===== src/rtl/range_pkg.sv =====
// Shared types and widths for the range_max_scan readback stage.
package range_pkg;

  localparam int unsigned COUNT_W = 16;
  localparam int unsigned N_W     = 32;

  typedef enum logic [2:0] {
    StIdle,
    StLaunch,
    StWait,
    StRead,
    StFlush,
    StReport
  } scan_state_t;

endpackage


===== src/rtl/range_max_scan_if.sv =====
// Request/result bus plus the read port toward the attached range block.
interface range_max_scan_if
  import range_pkg::*;
#(
  parameter int unsigned RAM_ADDR_BITS = 4
);
  logic                             req;
  logic [N_W-1:0]                   base;
  logic                             busy;
  logic                             valid;
  logic [COUNT_W-1:0]               max_count;
  logic [RAM_ADDR_BITS-1:0]         max_index;
  logic [N_W-1:0]                   max_n;
  logic [COUNT_W+RAM_ADDR_BITS-1:0] sum;
  logic                             r_go;
  logic [N_W-1:0]                   r_start;
  logic                             r_done;
  logic [COUNT_W-1:0]               r_count;

  // Requester and range side.
  modport master (
    output req, base, r_done, r_count,
    input  busy, valid, max_count, max_index, max_n, sum, r_go, r_start
  );

  // The scan stage.
  modport slave (
    input  req, base, r_done, r_count,
    output busy, valid, max_count, max_index, max_n, sum, r_go, r_start
  );
endinterface


===== src/rtl/range_max_acc.sv =====
// Running max/argmax/sum over the streamed counts; outputs include the word being accumulated.
module range_max_acc
  import range_pkg::*;
#(
  parameter int unsigned RAM_ADDR_BITS = 4
) (
  input  logic                             clk,
  input  logic                             reset_n,
  input  logic                             clear,
  input  logic                             enable,
  input  logic [COUNT_W-1:0]               r_count,
  input  logic [RAM_ADDR_BITS-1:0]         addr,
  output logic [COUNT_W-1:0]               acc_max,
  output logic [RAM_ADDR_BITS-1:0]         acc_idx,
  output logic [COUNT_W+RAM_ADDR_BITS-1:0] sum
);
  logic [COUNT_W-1:0]               max_q;
  logic [RAM_ADDR_BITS-1:0]         idx_q;
  logic [COUNT_W+RAM_ADDR_BITS-1:0] sum_q;

  // Strictly greater keeps the lowest index on ties.
  always_comb begin
    acc_max = max_q;
    acc_idx = idx_q;
    sum     = sum_q;
    if (enable) begin
      sum = sum_q + {{RAM_ADDR_BITS{1'b0}}, r_count};
      if (r_count > max_q) begin
        acc_max = r_count;
        acc_idx = addr;
      end
    end
  end

  always_ff @(posedge clk or negedge reset_n) begin
    if (!reset_n) begin
      max_q <= '0;
      idx_q <= '0;
      sum_q <= '0;
    end else if (clear) begin
      max_q <= '0;
      idx_q <= '0;
      sum_q <= '0;
    end else begin
      max_q <= acc_max;
      idx_q <= acc_idx;
      sum_q <= sum;
    end
  end
endmodule


===== src/rtl/range_max_scan.sv =====
// Launches range, streams its count RAM back and reports max count, its index/start value and sum.
module range_max_scan
  import range_pkg::*;
#(
  parameter int unsigned RAM_WORDS     = 16,
  parameter int unsigned RAM_ADDR_BITS = 4
) (
  input  logic            clk,
  input  logic            reset_n,
  range_max_scan_if.slave bus
);
  localparam logic [RAM_ADDR_BITS-1:0] LastIdx = RAM_ADDR_BITS'(RAM_WORDS - 1);
  localparam logic [RAM_ADDR_BITS-1:0] IdxOne  = RAM_ADDR_BITS'(1);

  scan_state_t                      state_q, state_d;
  logic [RAM_ADDR_BITS-1:0]         idx_q, idx_d;
  logic [N_W-1:0]                   base_q, base_d;
  logic                             acc_clear, acc_en, load_results;
  logic [RAM_ADDR_BITS-1:0]         acc_addr;
  logic [COUNT_W-1:0]               acc_max;
  logic [RAM_ADDR_BITS-1:0]         acc_idx;
  logic [COUNT_W+RAM_ADDR_BITS-1:0] acc_sum;
  logic                             r_go_d;
  logic [N_W-1:0]                   r_start_d;

  always_comb begin
    state_d      = state_q;
    idx_d        = idx_q;
    base_d       = base_q;
    acc_clear    = 1'b0;
    acc_en       = 1'b0;
    acc_addr     = idx_q - IdxOne;
    load_results = 1'b0;
    unique case (state_q)
      // r_done is deliberately ignored here: it may be left over from a run cut short by reset.
      StIdle: begin
        if (bus.req) begin
          base_d    = bus.base;
          acc_clear = 1'b1;
          state_d   = StLaunch;
        end
      end
      StLaunch: state_d = StWait;
      StWait: begin
        if (bus.r_done) begin
          idx_d   = '0;
          state_d = StRead;
        end
      end
      // RAM read data lags the address by one cycle, so word idx-1 arrives now.
      StRead: begin
        acc_en = (idx_q != '0);
        if (idx_q == LastIdx) state_d = StFlush;
        else                  idx_d   = idx_q + IdxOne;
      end
      StFlush: begin
        acc_en       = 1'b1;
        acc_addr     = idx_q;
        load_results = 1'b1;
        state_d      = StReport;
      end
      StReport: state_d = StIdle;
      default:  state_d = StIdle;
    endcase
  end

  always_comb begin
    r_go_d    = (state_d == StLaunch);
    r_start_d = '0;
    unique case (state_d)
      StLaunch: r_start_d = base_d;
      StWait:   r_start_d = base_q;
      StRead:   r_start_d = {{(N_W - RAM_ADDR_BITS){1'b0}}, idx_d};
      StFlush:  r_start_d = bus.r_start;
      default:  r_start_d = '0;
    endcase
  end

  range_max_acc #(
    .RAM_ADDR_BITS(RAM_ADDR_BITS)
  ) u_acc (
    .clk    (clk),
    .reset_n(reset_n),
    .clear  (acc_clear),
    .enable (acc_en),
    .r_count(bus.r_count),
    .addr   (acc_addr),
    .acc_max(acc_max),
    .acc_idx(acc_idx),
    .sum    (acc_sum)
  );

  always_ff @(posedge clk or negedge reset_n) begin
    if (!reset_n) begin
      state_q       <= StIdle;
      idx_q         <= '0;
      base_q        <= '0;
      bus.r_go      <= 1'b0;
      bus.r_start   <= '0;
      bus.busy      <= 1'b0;
      bus.valid     <= 1'b0;
      bus.max_count <= '0;
      bus.max_index <= '0;
      bus.max_n     <= '0;
      bus.sum       <= '0;
    end else begin
      state_q     <= state_d;
      idx_q       <= idx_d;
      base_q      <= base_d;
      bus.r_go    <= r_go_d;
      bus.r_start <= r_start_d;
      bus.busy    <= (state_d != StIdle);
      bus.valid   <= load_results;
      if (load_results) begin
        bus.max_count <= acc_max;
        bus.max_index <= acc_idx;
        bus.max_n     <= base_q + {{(N_W - RAM_ADDR_BITS){1'b0}}, acc_idx};
        bus.sum       <= acc_sum;
      end
    end
  end
endmodule


===== src/flat_wrapper.sv =====
// flat-port wrapper written by rule: the top's interface ports become plain ports
module range_max_scan_flat import range_pkg::*;
#(
  parameter int unsigned RAM_WORDS     = 16,
  parameter int unsigned RAM_ADDR_BITS = 4
)
  (clk, reset_n, bus_req, bus_base, bus_r_done, bus_r_count, bus_busy, bus_valid, bus_max_count, bus_max_index, bus_max_n, bus_sum, bus_r_go, bus_r_start);
  range_max_scan_if #(.RAM_ADDR_BITS(RAM_ADDR_BITS)) bus_i ();
  input  logic clk;
  input  logic reset_n;
  input wire logic [$bits(bus_i.req)-1:0] bus_req;
  input wire logic [$bits(bus_i.base)-1:0] bus_base;
  input wire logic [$bits(bus_i.r_done)-1:0] bus_r_done;
  input wire logic [$bits(bus_i.r_count)-1:0] bus_r_count;
  output wire logic [$bits(bus_i.busy)-1:0] bus_busy;
  output wire logic [$bits(bus_i.valid)-1:0] bus_valid;
  output wire logic [$bits(bus_i.max_count)-1:0] bus_max_count;
  output wire logic [$bits(bus_i.max_index)-1:0] bus_max_index;
  output wire logic [$bits(bus_i.max_n)-1:0] bus_max_n;
  output wire logic [$bits(bus_i.sum)-1:0] bus_sum;
  output wire logic [$bits(bus_i.r_go)-1:0] bus_r_go;
  output wire logic [$bits(bus_i.r_start)-1:0] bus_r_start;
  assign bus_i.req = bus_req;
  assign bus_i.base = bus_base;
  assign bus_i.r_done = bus_r_done;
  assign bus_i.r_count = bus_r_count;
  assign bus_busy = bus_i.busy;
  assign bus_valid = bus_i.valid;
  assign bus_max_count = bus_i.max_count;
  assign bus_max_index = bus_i.max_index;
  assign bus_max_n = bus_i.max_n;
  assign bus_sum = bus_i.sum;
  assign bus_r_go = bus_i.r_go;
  assign bus_r_start = bus_i.r_start;
  range_max_scan #(.RAM_WORDS(RAM_WORDS), .RAM_ADDR_BITS(RAM_ADDR_BITS)) u_core (.clk(clk), .reset_n(reset_n), .bus(bus_i));
endmodule

===== config.mk =====
export PLATFORM = sky130hd
export DESIGN_NAME = range_max_scan_flat
export DESIGN_NICKNAME = d
export VERILOG_FILES = /design/src/rtl/range_pkg.sv /design/src/rtl/range_max_scan_if.sv /design/src/rtl/range_max_acc.sv /design/src/rtl/range_max_scan.sv /design/src/flat_wrapper.sv
export SDC_FILE = /design/constraint.sdc
export NUM_CORES = 1
export LEC_CHECK = 0
export BUFFER_PORTS_ARGS = -buffer_cell sky130_fd_sc_hd__buf_2
export CAP_MARGIN = 20
export CORE_MARGIN = 1
export CORE_UTILIZATION = 35
export CTS_CLUSTER_SIZE = 30
export DETAILED_ROUTE_END_ITERATION = 10
export PLACE_DENSITY = 0.58
export SLEW_MARGIN = 20
export SYNTH_ARGS = -nofsm -noshare
export SYNTH_HDL_FRONTEND = slang
export SYNTH_SLANG_ARGS = --single-unit

===== constraint.sdc =====
create_clock -name clk -period 3.8 [get_ports clk]
set_input_delay 0.38 -clock clk [delete_from_list [all_inputs] [get_ports clk]]
set_output_delay 0.38 -clock clk [all_outputs]
set_load 0.005 [all_outputs]

==> results of run 1 <==
==> logic make-up (layout without fill, tap and decap cells) <==
logic type / after synthesis / after routing / share of synthesized area
AO/OA/AOI/OAI: 216 / 216 / 0.1503
multiplexers: 30 / 30 / 0.03275
XOR/XNOR: 47 / 47 / 0.04416
other: 0 / 2 / 0
adder cells (fa/ha/maj): 40 / 40 / 0.05530
AND/OR/NAND/NOR: 360 / 360 / 0.1717
flip-flops: 186 / 186 / 0.4993
buffers and inverters: 110 / 298 / 0.04657
==> placed cells by master (no fill, tap or decap), types with 26 or more instances in the layout <==
master and n:
nand2_1 192, buf_2 157, a21oi_1 59, xnor2_1 32
o21ai_0 72, inv_1 57, nor2_1 62, buf_4 45
a222oi_1 29, ha_1 35, nand3_1 26, dfrtp_1 186
==> timing repair <==
item | in CTS | in global routing
pin swaps | 1 | 11
gates resized for setup | 1 | 21
endpoints found under the hold margin | 0 | 0
buffers inserted | 0 | 4
setup endpoints to repair | 1 | 26
==> layer usage <==
metal | wire length [um] | up-vias
met5 | 13 | -
met4 | 423 | 2
met3 | 1534 | 25
met2 | 11580 | 188
met1 | 11240 | 3737
li1 | - | 3811
==> Yosys cell counts (3+ instances only) <==
library cell / instances / area share
or3_1: 6 / 0.0040
a211oi_1: 8 / 0.0064
and2_1: 3 / 0.0020
dfrtp_1: 186 / 0.50
clkbuf_1: 39 / 0.016
nand4_1: 12 / 0.0081
buf_2: 5 / 0.0027
xor2_1: 15 / 0.014
nor3_1: 11 / 0.0059
a21oi_1: 60 / 0.032
o31ai_1: 3 / 0.0024
o21a_1: 6 / 0.0048
inv_1: 58 / 0.023
nor2_1: 64 / 0.026
xnor2_1: 32 / 0.030
o211ai_1: 8 / 0.0064
nand2b_1: 4 / 0.0027
a222oi_1: 29 / 0.031
nand3_1: 26 / 0.014
mux2i_1: 26 / 0.028
buf_1: 6 / 0.0024
and3_1: 8 / 0.0054
and4_1: 4 / 0.0038
nand2_1: 192 / 0.077
nor3b_1: 6 / 0.0048
ha_1: 38 / 0.051
mux2_2: 4 / 0.0048
a21o_1: 6 / 0.0048
nor2b_1: 7 / 0.0047
nor4_1: 8 / 0.0054
o21ai_0: 75 / 0.040
==> registers in the layout, indices dropped and copies added (netlist names) <==
signal / flops
u_core.idx_q: 4
u_core.u_acc.idx_q: 4
u_core.bus.r_start: 32
u_core.u_acc.max_q: 16
u_core.state_q: 3
u_core.bus.max_index: 4
u_core.bus.r_go: 1
u_core.bus.valid: 1
u_core.bus.busy: 1
u_core.u_acc.sum_q: 20
u_core.bus.max_count: 16
u_core.bus.max_n: 32
u_core.bus.sum: 20
u_core.base_q: 32
==> worst max-delay path, stage by stage (launching register included) <==
cell and delay (ps):
dfrtp_1 370, inv_1 80, ha_4 270, nand4_1 130, buf_4 170, or4_4 520
nand2_4 90, a31oi_4 60, nand2b_4 190, nand2_1 70, ha_2 170, inv_1 50
fa_2 350, nor2b_2 130, o21ai_2 90, buf_6 140, a21oi_2 210, and4_1 250
xnor2_1 120, o21ai_1 70
==> cell type report <==
| class | count | area (um2) |
|---|---|---|
| fillers | 2559 | 14620 |
| flip-flops and latches | 186 | 4654 |
| multi-input cells | 693 | 4323 |
| repair buffers | 208 | 1202 |
| clock buffers | 17 | 425.4 |
| well taps | 335 | 419.2 |
| inverters | 58 | 217.7 |
| clock inverters | 15 | 192.7 |
| diodes | 2 | 5.005 |
==> metrics by stage <==
stage	instance area [um2]	utilization	power (mW)	hold WS, ps	TNS, ps
floorplan	9323	-	5.458	84.41	0
global placement	10690	0.4102	6.658	457.2	-18.71
global route	11430	0.4388	9.362	122.8	0
finish	11440	0.4390	8.686	45.03	0
CTS	11310	0.4341	8.586	124.8	0
detailed placement	10690	0.4102	6.740	465.5	-469.5
==> power groups by stage <==
stage	logic, mW	registers, mW	clock network (mW)
floorplan	2.54	2.92	0
global placement	3.65	3.01	0
detailed placement	3.72	3.02	0
CTS	3.73	2.99	1.87
global route	4.34	3.07	1.95
finish	3.87	2.99	1.82
==> how the worst max path moves through the flow <==
stage | end | slack [ps] | cells past startpoint
after floorplan | u_core.bus.max_n[14] | 220 | 17
after global placement | u_core.bus.max_n[30] | -20 | 17
after detailed placement | u_core.bus.max_n[30] | -90 | 17
after CTS | u_core.bus.max_n[30] | 0.8 | 18
after global routing | u_core.bus.max_n[30] | 8 | 19
final | u_core.bus.max_n[18] | 160 | 19
==> impl_metrics.json, run 1 <==
{
  "place.gp.congestion": 0.8637,
  "portBuffers": 158,
  "rsz0062_at_grt": "false",
  "vias": 7763,
  "drt_iter0_markers": 535,
  "cts_tree": "built",
  "io_pins": 159,
  "synth_flop_cell": "dfrtp_1",
  "syn_area_per_cell_um2": 9.426,
  "start_util": 0.3578,
  "met1_usage": 0.2478,
  "setup_ws_ps": 159.6,
  "p_switching_mw": 3.551,
  "clkTransAtPathRegs_ps": 80,
  "grt-busiest-layer": "met2",
  "fin_skew_ps": 17.50,
  "syn_nets": 1081,
  "die_area_um2": 27290,
  "antenna_found_initial": 3,
  "comb_power_share": 0.446,
  "clkPwrFrac": 0.210,
  "rr_startpoint": "u_core.u_acc.max_q[9]",
  "cts_num_sinks": 186,
  "ys_seq_elements": 186,
  "fin_crit_ps": 3640,
  "synth_edf_count": 0,
  "yosysUniqueCellTypes": 57,
  "drive_above_1_share": 0.2285,
  "min_path_type": "primary input to asynchronous set/reset pin",
  "cellPowerDensity_nw_per_um2": 759.3,
  "fin_cells": 1514,
  "use_met2": 0.3051,
  "yosysWarnings": 0,
  "die_width_um": 165.2,
  "worstReg2RegEnd": "u_core.bus.max_n[18]",
  "fmax_mhz": 274.7,
  "clock_latency_ps": 440,
  "clock_path_buffers": 2,
  "via_per_inst": 5.127,
  "routed_wl_um": 24800,
  "drc": 0,
  "relSlewSlack": 0.3484,
  "cts_buffers": 17,
  "fp.coreArea_um2": 26060,
  "cp.arrival_ps": 3960,
  "syn_inst": 989,
  "dp_slack_ps": -87.94,
  "synthArstFlopShare": 1.000,
  "worstMarginPinSlew_ps": 977.5,
  "synthesis.area_um2": 9323,
  "ys_seq_area_frac": 0.4993,
  "firstDrtPassIters": 6,
  "cts_hold_buf": 0,
  "grt_pass1_vias": 7596,
  "area_growth_pct": 22.71,
  "p_leak_nw": 5.542,
  "grt-ovfl-total": 0,
  "postRouteAntennaNets": 0,
  "cp_max_fo": 8,
  "final_nets": 1256,
  "slew_viol_final": 0,
  "hold_viol": 0,
  "internal-power_mw": 5.135,
  "gr-usage-met3": 0.04920,
  "maxCapViolCount": 0,
  "dp_cells": 1476,
  "finalCritPeriodShare": 0.9580,
  "r2r_cells": 19,
  "cp-end-kind": "flop",
  "p_sw_frac": 0.4088,
  "post-dp-hpwl_um": 17540,
  "cts_root_buf": "clkbuf_16",
  "cp-startpoint": "u_core.u_acc.max_q[9]",
  "grtUsageTotal": 0.1886,
  "floorplan.rows": 59,
  "ir_worst_vdd_uv": 300.4,
  "grt_start_max_net_pins": 115,
  "die_h_um": 165.2,
  "h-tree-depth": 4,
  "crit_type": "flop to flop",
  "setup_violations": 0,
  "wl_per_cell_um": 16.38,
  "share_seq_of_total_power": 0.344,
  "worstPathRequired_ps": 4120,
  "grt_pass1_wl_um": 39800,
  "rrSetupSlack_ps": 160,
  "status": "finished, final reports clean",
  "cp-start-kind": "flop"
}
Note: power is estimated with default switching activity, not from simulation.
==> run 2, diff against run 1 <==
Settings changed: RECOVER_POWER set to 50, SKIP_CTS_REPAIR_TIMING set to 1, SYNTH_HIERARCHICAL set to 1.
==> run 2 against run 1 <==
  * The run now ends with max-capacitance violations, max-slew violations left
  * Combinational power is 13% higher
  * Area after synthesis rose by 4.5%
  * Sequential share of layout area decreased by 1.5 points
  * Clock-buffer cell count rose by 2
  * Via count increased by 4.0%
  * Global-route usage increased by 0.11 points
  * Critical path depth down 3
  * Sequential power rose by 5%
  * Critical path type unchanged
==> impl_metrics.json, run 2 <==
{
  "final_area_um2": 11890,
  "die_area_um2": 28520,
  "ys_seq_area_frac": 0.4775,
  "grtUsageTotal": 0.1897,
  "drt_iter0_markers": 555,
  "comb_power_share": 0.461,
  "netlist_top_cells_area": "dfrtp_1 48%, nand2_1 12%, ha_1 4.9%",
  "p_leak_nw": 5.810,
  "placed_cell_area_um2": 11150,
  "setup_tns_ps": 0,
  "worstMarginPinSlew_ps": 2714,
  "crit_path_top_delay_cell": "or4_4",
  "violations": "max-capacitance violations, max-slew violations",
  "synthesis.area_um2": 9747,
  "cts_root_buf": "clkbuf_16",
  "crit_type": "flop to flop",
  "clkTransAtPathRegs_ps": 70,
  "fin_crit_ps": 3744,
  "largest_registers": "u_core/base_q (32), u_core/bus.max_n (32), u_core/bus.r_start (32)",
  "synth_most_common_cell": "nand2_1",
  "power_mw": 9.533,
  "syn_inst": 1069,
  "cpPeakStageDelay_ps": 560,
  "syn_nets": 1161,
  "cp_top_family": "simple AND/OR/NAND/NOR gates",
  "min_path_type": "primary input to flop",
  "status": "finished, violations left",
  "p_sw_frac": 0.3826,
  "portBuffers": 158,
  "ys_seq_elements": 186,
  "synth.top_cell.area_share": 0.4775,
  "clkPwrFrac": 0.211,
  "fin_skew_ps": 14.48,
  "cts_num_sinks": 186,
  "setup_violations": 0,
  "cp-start-kind": "flop",
  "drive_above_1_share": 0.2187,
  "fill_cells": 2687,
  "relSlewSlack": -0.8096,
  "grt_start_max_net_pins": 106,
  "fp.coreArea_um2": 27100,
  "area_growth_pct": 21.95,
  "start_util": 0.3596,
  "floorplan.rows": 60,
  "final_nets": 1332,
  "finalCritPeriodShare": 0.9854,
  "cp-end-kind": "flop",
  "clock_latency_ps": 440,
  "worstPathRequired_ps": 4170,
  "grt_pass1_vias": 8015,
  "clock_path_buffers": 2,
  "cp.arrival_ps": 4110,
  "synthArstFlopShare": 1.000,
  "firstDrtPassIters": 6,
  "synth_commonest_cells": "322 x nand2_1, 186 x dfrtp_1, 55 x inv_1, 50 x o21ai_0, 40 x a21oi_1",
  "grt-ovfl-total": 0,
  "p_switching_mw": 3.647,
  "final_common_cell": "nand2_1",
  "cts_buffers": 17,
  "antenna_found_initial": 3,
  "maxCapViolCount": 1,
  "routed_wl_um": 26370,
  "drc": 0,
  "ir_worst_vdd_uv": 349.3,
  "vias": 8075,
  "internal-power_mw": 5.886,
  "hold_viol": 0,
  "slew_viol_final": 106,
  "grt_pass1_wl_um": 42470,
  "yosysWarnings": 6,
  "rsz0062_at_grt": "true",
  "syn_area_per_cell_um2": 9.118,
  "io_pins": 159,
  "die_width_um": 168.9,
  "die_h_um": 168.9,
  "post-dp-hpwl_um": 18650,
  "fmax_mhz": 267.1,
  "cellPowerDensity_nw_per_um2": 802.0,
  "yosysUniqueCellTypes": 63,
  "cts_tree": "built",
  "place.gp.congestion": 0.8296,
  "layout_common_cells": "321 x nand2_1, 186 x dfrtp_1, 134 x buf_2",
  "synth_top_area_cell": "dfrtp_1",
  "synth_flop_cell": "dfrtp_1",
  "postRouteAntennaNets": 0,
  "synth_edf_count": 0,
  "wl_per_cell_um": 16.21,
  "setup_ws_ps": 55.59,
  "critPathBufInv": 3,
  "h-tree-depth": 4,
  "path_cells": "inv_1 -> ha_1 -> nand4_1 -> or4_4 -> a21oi_2 -> a21oi_2 -> a31oi_4 -> buf_6 -> mux2_4 -> ha_4 -> a21oi_1 -> o22ai_2 -> buf_4 -> nand4_1 -> or3_1 -> a31oi_1",
  "rr_startpoint": "u_core/u_acc/max_q[10]",
  "share_seq_of_total_power": 0.328,
  "dp_slack_ps": -278.5,
  "worstHoldStart": "bus_base[8]",
  "via_per_inst": 4.963,
  "cp_max_fo": 6,
  "cp-startpoint": "u_core/u_acc/max_q[10]"
}
## run 2: changes by cell type in the layout (fill, tap and decap cells not counted), sizes merged, moves of 7 or more
cell,change
inv,-7
a21oi,-21
mux2,+26
buf,-25
xor2,+10
o21ai,-25
nand2,+129
xnor2,-16
nor2,-35
and2,+14
clkbuf,+27
## run 2: power by group through the flow
| stage | combinational [mW] | clock (mW) | sequential (mW) |
|---|---|---|---|
| floorplan | 3.09 | 0 | 3.00 |
| global route | 4.93 | 2.14 | 3.21 |
| detailed placement | 4.18 | 0 | 3.14 |
| finish | 4.39 | 2.02 | 3.13 |
| CTS | 4.21 | 2.07 | 3.11 |
| global placement | 4.10 | 0 | 3.12 |
## run 2: cell type report
cell class / count / area, um2 / share of cell area
Clock inverter: 13 / 215.2 / 0.01811
Inverter: 57 / 214.0 / 0.01800
Timing Repair Buffer: 208 / 1136 / 0.09558
Multi-Input combinational cell: 770 / 4753 / 0.3999
Clock buffer: 19 / 442.9 / 0.03726
Tap cell: 372 / 465.4 / 0.03916
Sequential cell: 186 / 4654 / 0.3916
Antenna cell: 2 / 5.005 / 0.0004211
## run 2: worst reg2reg max path, stage by stage, from the launching register on
cell and delay, ps:
dfrtp_1 360, inv_1 50, ha_1 290, nand4_1 140
or4_4 560, a21oi_2 140, a21oi_2 60, a31oi_4 280
buf_6 150, mux2_4 320, ha_4 270, a21oi_1 70
o22ai_2 130, buf_4 150, nand4_1 170, or3_1 380
a31oi_1 150
## run 2: cells by family (layout without fill, tap and decap cells)
| kind of cell | after synthesis | in the layout | share of synthesized area |
|---|---|---|---|
| other | 0 | 2 | 0 |
| xor gates and xnor gates | 41 | 41 | 0.03684 |
| and+or+nand+nor | 460 | 460 | 0.2049 |
| DFF | 186 | 186 | 0.4775 |
| muxes | 55 | 55 | 0.06033 |
| buffers and inverters | 113 | 297 | 0.04686 |
| adders and majority gates | 40 | 40 | 0.05289 |
| AOI/OAI and AO/OA | 174 | 174 | 0.1207 |
## run 2: path summary, 6_finish.rpt
kind	end	slack (ps)	depth (start not counted)
max in group asynchronous	u_core/base_q[20]	700	2
worst min-delay path	u_core/base_q[8]	140	3
min in group asynchronous	u_core/bus.max_count[11]	710	1
worst max register to register	u_core/bus.max_n[29]	60	16
worst max-delay path	u_core/bus.max_n[29]	60	16
worst min register to register	u_core/bus.sum[12]	470	2
## run 2: metrics by stage
| stage | hold slack (ps) | cells | util |
|---|---|---|---|
| finish | 141.5 | 1627 | 0.4386 |
| global route | 130.0 | 1625 | 0.4384 |
| CTS | 68.10 | 1621 | 0.4356 |
| detailed placement | 457.3 | 1589 | 0.4114 |
| global placement | 453.4 | 1589 | 0.4114 |
| floorplan | 84.41 | 1069 | - |
## run 2: metal layers
layer / global-route usage / routed length, um / up-vias / part of all wire
met4: 0.04585 / 268 / 2 / 0.010
met5: 0 / 8 / - / 0.00030
met3: 0.05962 / 1763 / 22 / 0.067
li1: - / - / 3992 / -
met2: 0.3137 / 12640 / 189 / 0.48
met1: 0.2404 / 11700 / 3870 / 0.44
==> run 3, diff against run 2 <==
Settings changed: CTS_BUF_LIST set to sky130_fd_sc_hd__clkbuf_2 sky130_fd_sc_hd__clkbuf_4 sky130_fd_sc_hd__clkbuf_8.
==> run 3 against run 2 <==
  * The flow still finishes with violations (max-capacitance violations, max-slew violations)
  * Cell area down 1.5%
  * Critical path depth did not move
  * Via count down 0.69%
  * Non-clock buffer count did not move
  * Clock-buffer cell count unchanged
  * Global-route usage is 0.20 points lower
  * Clock power down 22%
  * Utilization is 0.65 points lower
  * Combinational power about the same
==> impl_metrics.json, run 3 (synthesized netlist as in run 2, its figures left out) <==
{
  "portBuffers": 158,
  "rsz0062_at_grt": "true",
  "share_seq_of_total_power": 0.343,
  "fp.coreArea_um2": 27100,
  "setup_tns_ps": 0,
  "slew_viol_final": 106,
  "fin_crit_ps": 3734,
  "placed_cell_area_um2": 11150,
  "setup_ws_ps": 66.34,
  "hold_ws_ps": 117.2,
  "final_area_um2": 11710,
  "grt_pass1_wl_um": 42190,
  "h-tree-depth": 4,
  "cts_num_sinks": 186,
  "grt_pass1_vias": 8022,
  "internal-power_mw": 5.506,
  "cellPowerDensity_nw_per_um2": 776.6,
  "ir_worst_vdd_uv": 367.8,
  "wl_per_cell_um": 16.16,
  "clkPwrFrac": 0.173,
  "clock_path_buffers": 2,
  "area_growth_pct": 20.14,
  "dr_wl_met3_um": 1768,
  "cts_buffers": 17,
  "drive_above_1_share": 0.2219,
  "fmax_mhz": 267.8,
  "fin_cells": 1627,
  "worstPathRequired_ps": 4200,
  "setup_violations": 0,
  "rrSetupSlack_ps": 70,
  "dp_slack_ps": -278.5,
  "fill_cells": 2708,
  "cp-end-kind": "flop",
  "status": "finished, violations left",
  "final_common_cell": "nand2_1",
  "start_util": 0.3596,
  "maxCapViolCount": 1,
  "postRouteAntennaNets": 0,
  "grt_start_max_net_pins": 106,
  "maxUsedRoutingLayer": "met5",
  "wl_met2_um": 12690,
  "p_sw_frac": 0.3946,
  "routedLengthMet1_um": 11640,
  "antenna_found_initial": 3,
  "fin_skew_ps": 17.91,
  "clkTransAtPathRegs_ps": 110,
  "cp_top_family": "simple AND/OR/NAND/NOR gates",
  "grt-ovfl-total": 0,
  "cpPeakStageDelay_ps": 570,
  "p_leak_nw": 5.731,
  "die_area_um2": 28520,
  "p_switching_mw": 3.588,
  "min_path_type": "primary input to flop",
  "largest_registers": "u_core/base_q (32), u_core/bus.max_n (32), u_core/bus.r_start (32)",
  "post-dp-hpwl_um": 18650,
  "layout_common_cells": "321 x nand2_1, 186 x dfrtp_1, 136 x buf_2",
  "clock_latency_ps": 470,
  "routed_wl_um": 26300,
  "worstMarginPinSlew_ps": 2701,
  "die_width_um": 168.9,
  "relSlewSlack": -0.8005,
  "hold_viol": 0,
  "firstDrtPassIters": 6,
  "io_pins": 159,
  "grtUsageTotal": 0.1876,
  "drt_iter0_markers": 584,
  "comb_power_share": 0.484,
  "cts_root_buf": "clkbuf_8",
  "floorplan.rows": 60,
  "cts_tree": "built",
  "dp_cells": 1589,
  "finalCritPeriodShare": 0.9825,
  "crit_path_top_delay_cell": "or4_4",
  "place.gp.congestion": 0.8296,
  "drc": 0,
  "vias": 8019,
  "cp_max_fo": 6,
  "critPathBufInv": 3,
  "violations": "max-capacitance violations, max-slew violations",
  "cp-start-kind": "flop",
  "cp.arrival_ps": 4130,
  "crit_type": "flop to flop",
  "via_per_inst": 4.929,
  "path_cells": "inv_2 -> ha_4 -> nand4_1 -> or4_4 -> a21oi_2 -> a21oi_2 -> a31oi_4 -> buf_6 -> mux2_4 -> ha_4 -> a21oi_1 -> o22ai_2 -> buf_4 -> nand4_1 -> or3_1 -> a31oi_1",
  "die_h_um": 168.9,
  "final_nets": 1332
}
run 3: cell types whose count changed in the layout (fill, tap and decap cells not counted), sizes merged:
cell and delta:
buf +1, clkbuf -1
run 3: area by class of cell:
class                           count  area, um2  share of cell area
Clock inverter                     13      215.2             0.01838
Tap cell                          372      465.4             0.03975
Inverter                           57      214.0             0.01827
Antenna cell                        2      5.005           0.0004274
Multi-Input combinational cell    770       4766              0.4070
Sequential cell                   186       4654              0.3975
Clock buffer                       19      255.2             0.02180
Timing Repair Buffer              208       1135             0.09691
run 3: power by group through the flow:
stage / sequential (mW) / combinational, mW / clock [mW]
after global placement: 3.12 / 4.10 / 0
final: 3.12 / 4.40 / 1.58
after global routing: 3.20 / 4.93 / 1.70
after CTS: 3.11 / 4.20 / 1.62
after floorplan: 3.00 / 3.09 / 0
after detailed placement: 3.14 / 4.18 / 0
run 3: final timing paths:
| kind | startpoint | end | cells past startpoint |
|---|---|---|---|
| max in group asynchronous | reset_n | u_core/bus.r_start[19] | 2 |
| min | bus_base[29] | u_core/base_q[29] | 3 |
| min in group asynchronous | reset_n | u_core/bus.max_count[11] | 1 |
| max reg2reg | u_core/u_acc/max_q[8] | u_core/bus.max_n[29] | 16 |
| min reg2reg | u_core/bus.sum[12] | u_core/bus.sum[12] | 2 |
| max | u_core/u_acc/max_q[8] | u_core/bus.max_n[29] | 16 |
run 3: worst register-to-register path: stages (launching register included):
cell and delay [ps]:
dfrtp_1 400, inv_2 70, ha_4 250, nand4_1 130, or4_4 570, a21oi_2 140
a21oi_2 60, a31oi_4 280, buf_6 150, mux2_4 320, ha_4 270, a21oi_1 70
o22ai_2 130, buf_4 150, nand4_1 170, or3_1 380, a31oi_1 150
run 3: through the flow:
stage | utilization | total power [mW]
floorplan | - | 6.088
global placement | 0.4114 | 7.227
detailed placement | 0.4114 | 7.319
CTS | 0.4287 | 8.934
global route | 0.4319 | 9.836
finish | 0.4321 | 9.094
run 3: per-layer routing:
layer,GRT usage,vias to the layer above
met5,0,-
met4,0.03913,2
li1,-,3993
met2,0.3151,175
met1,0.2372,3834
met3,0.05752,15
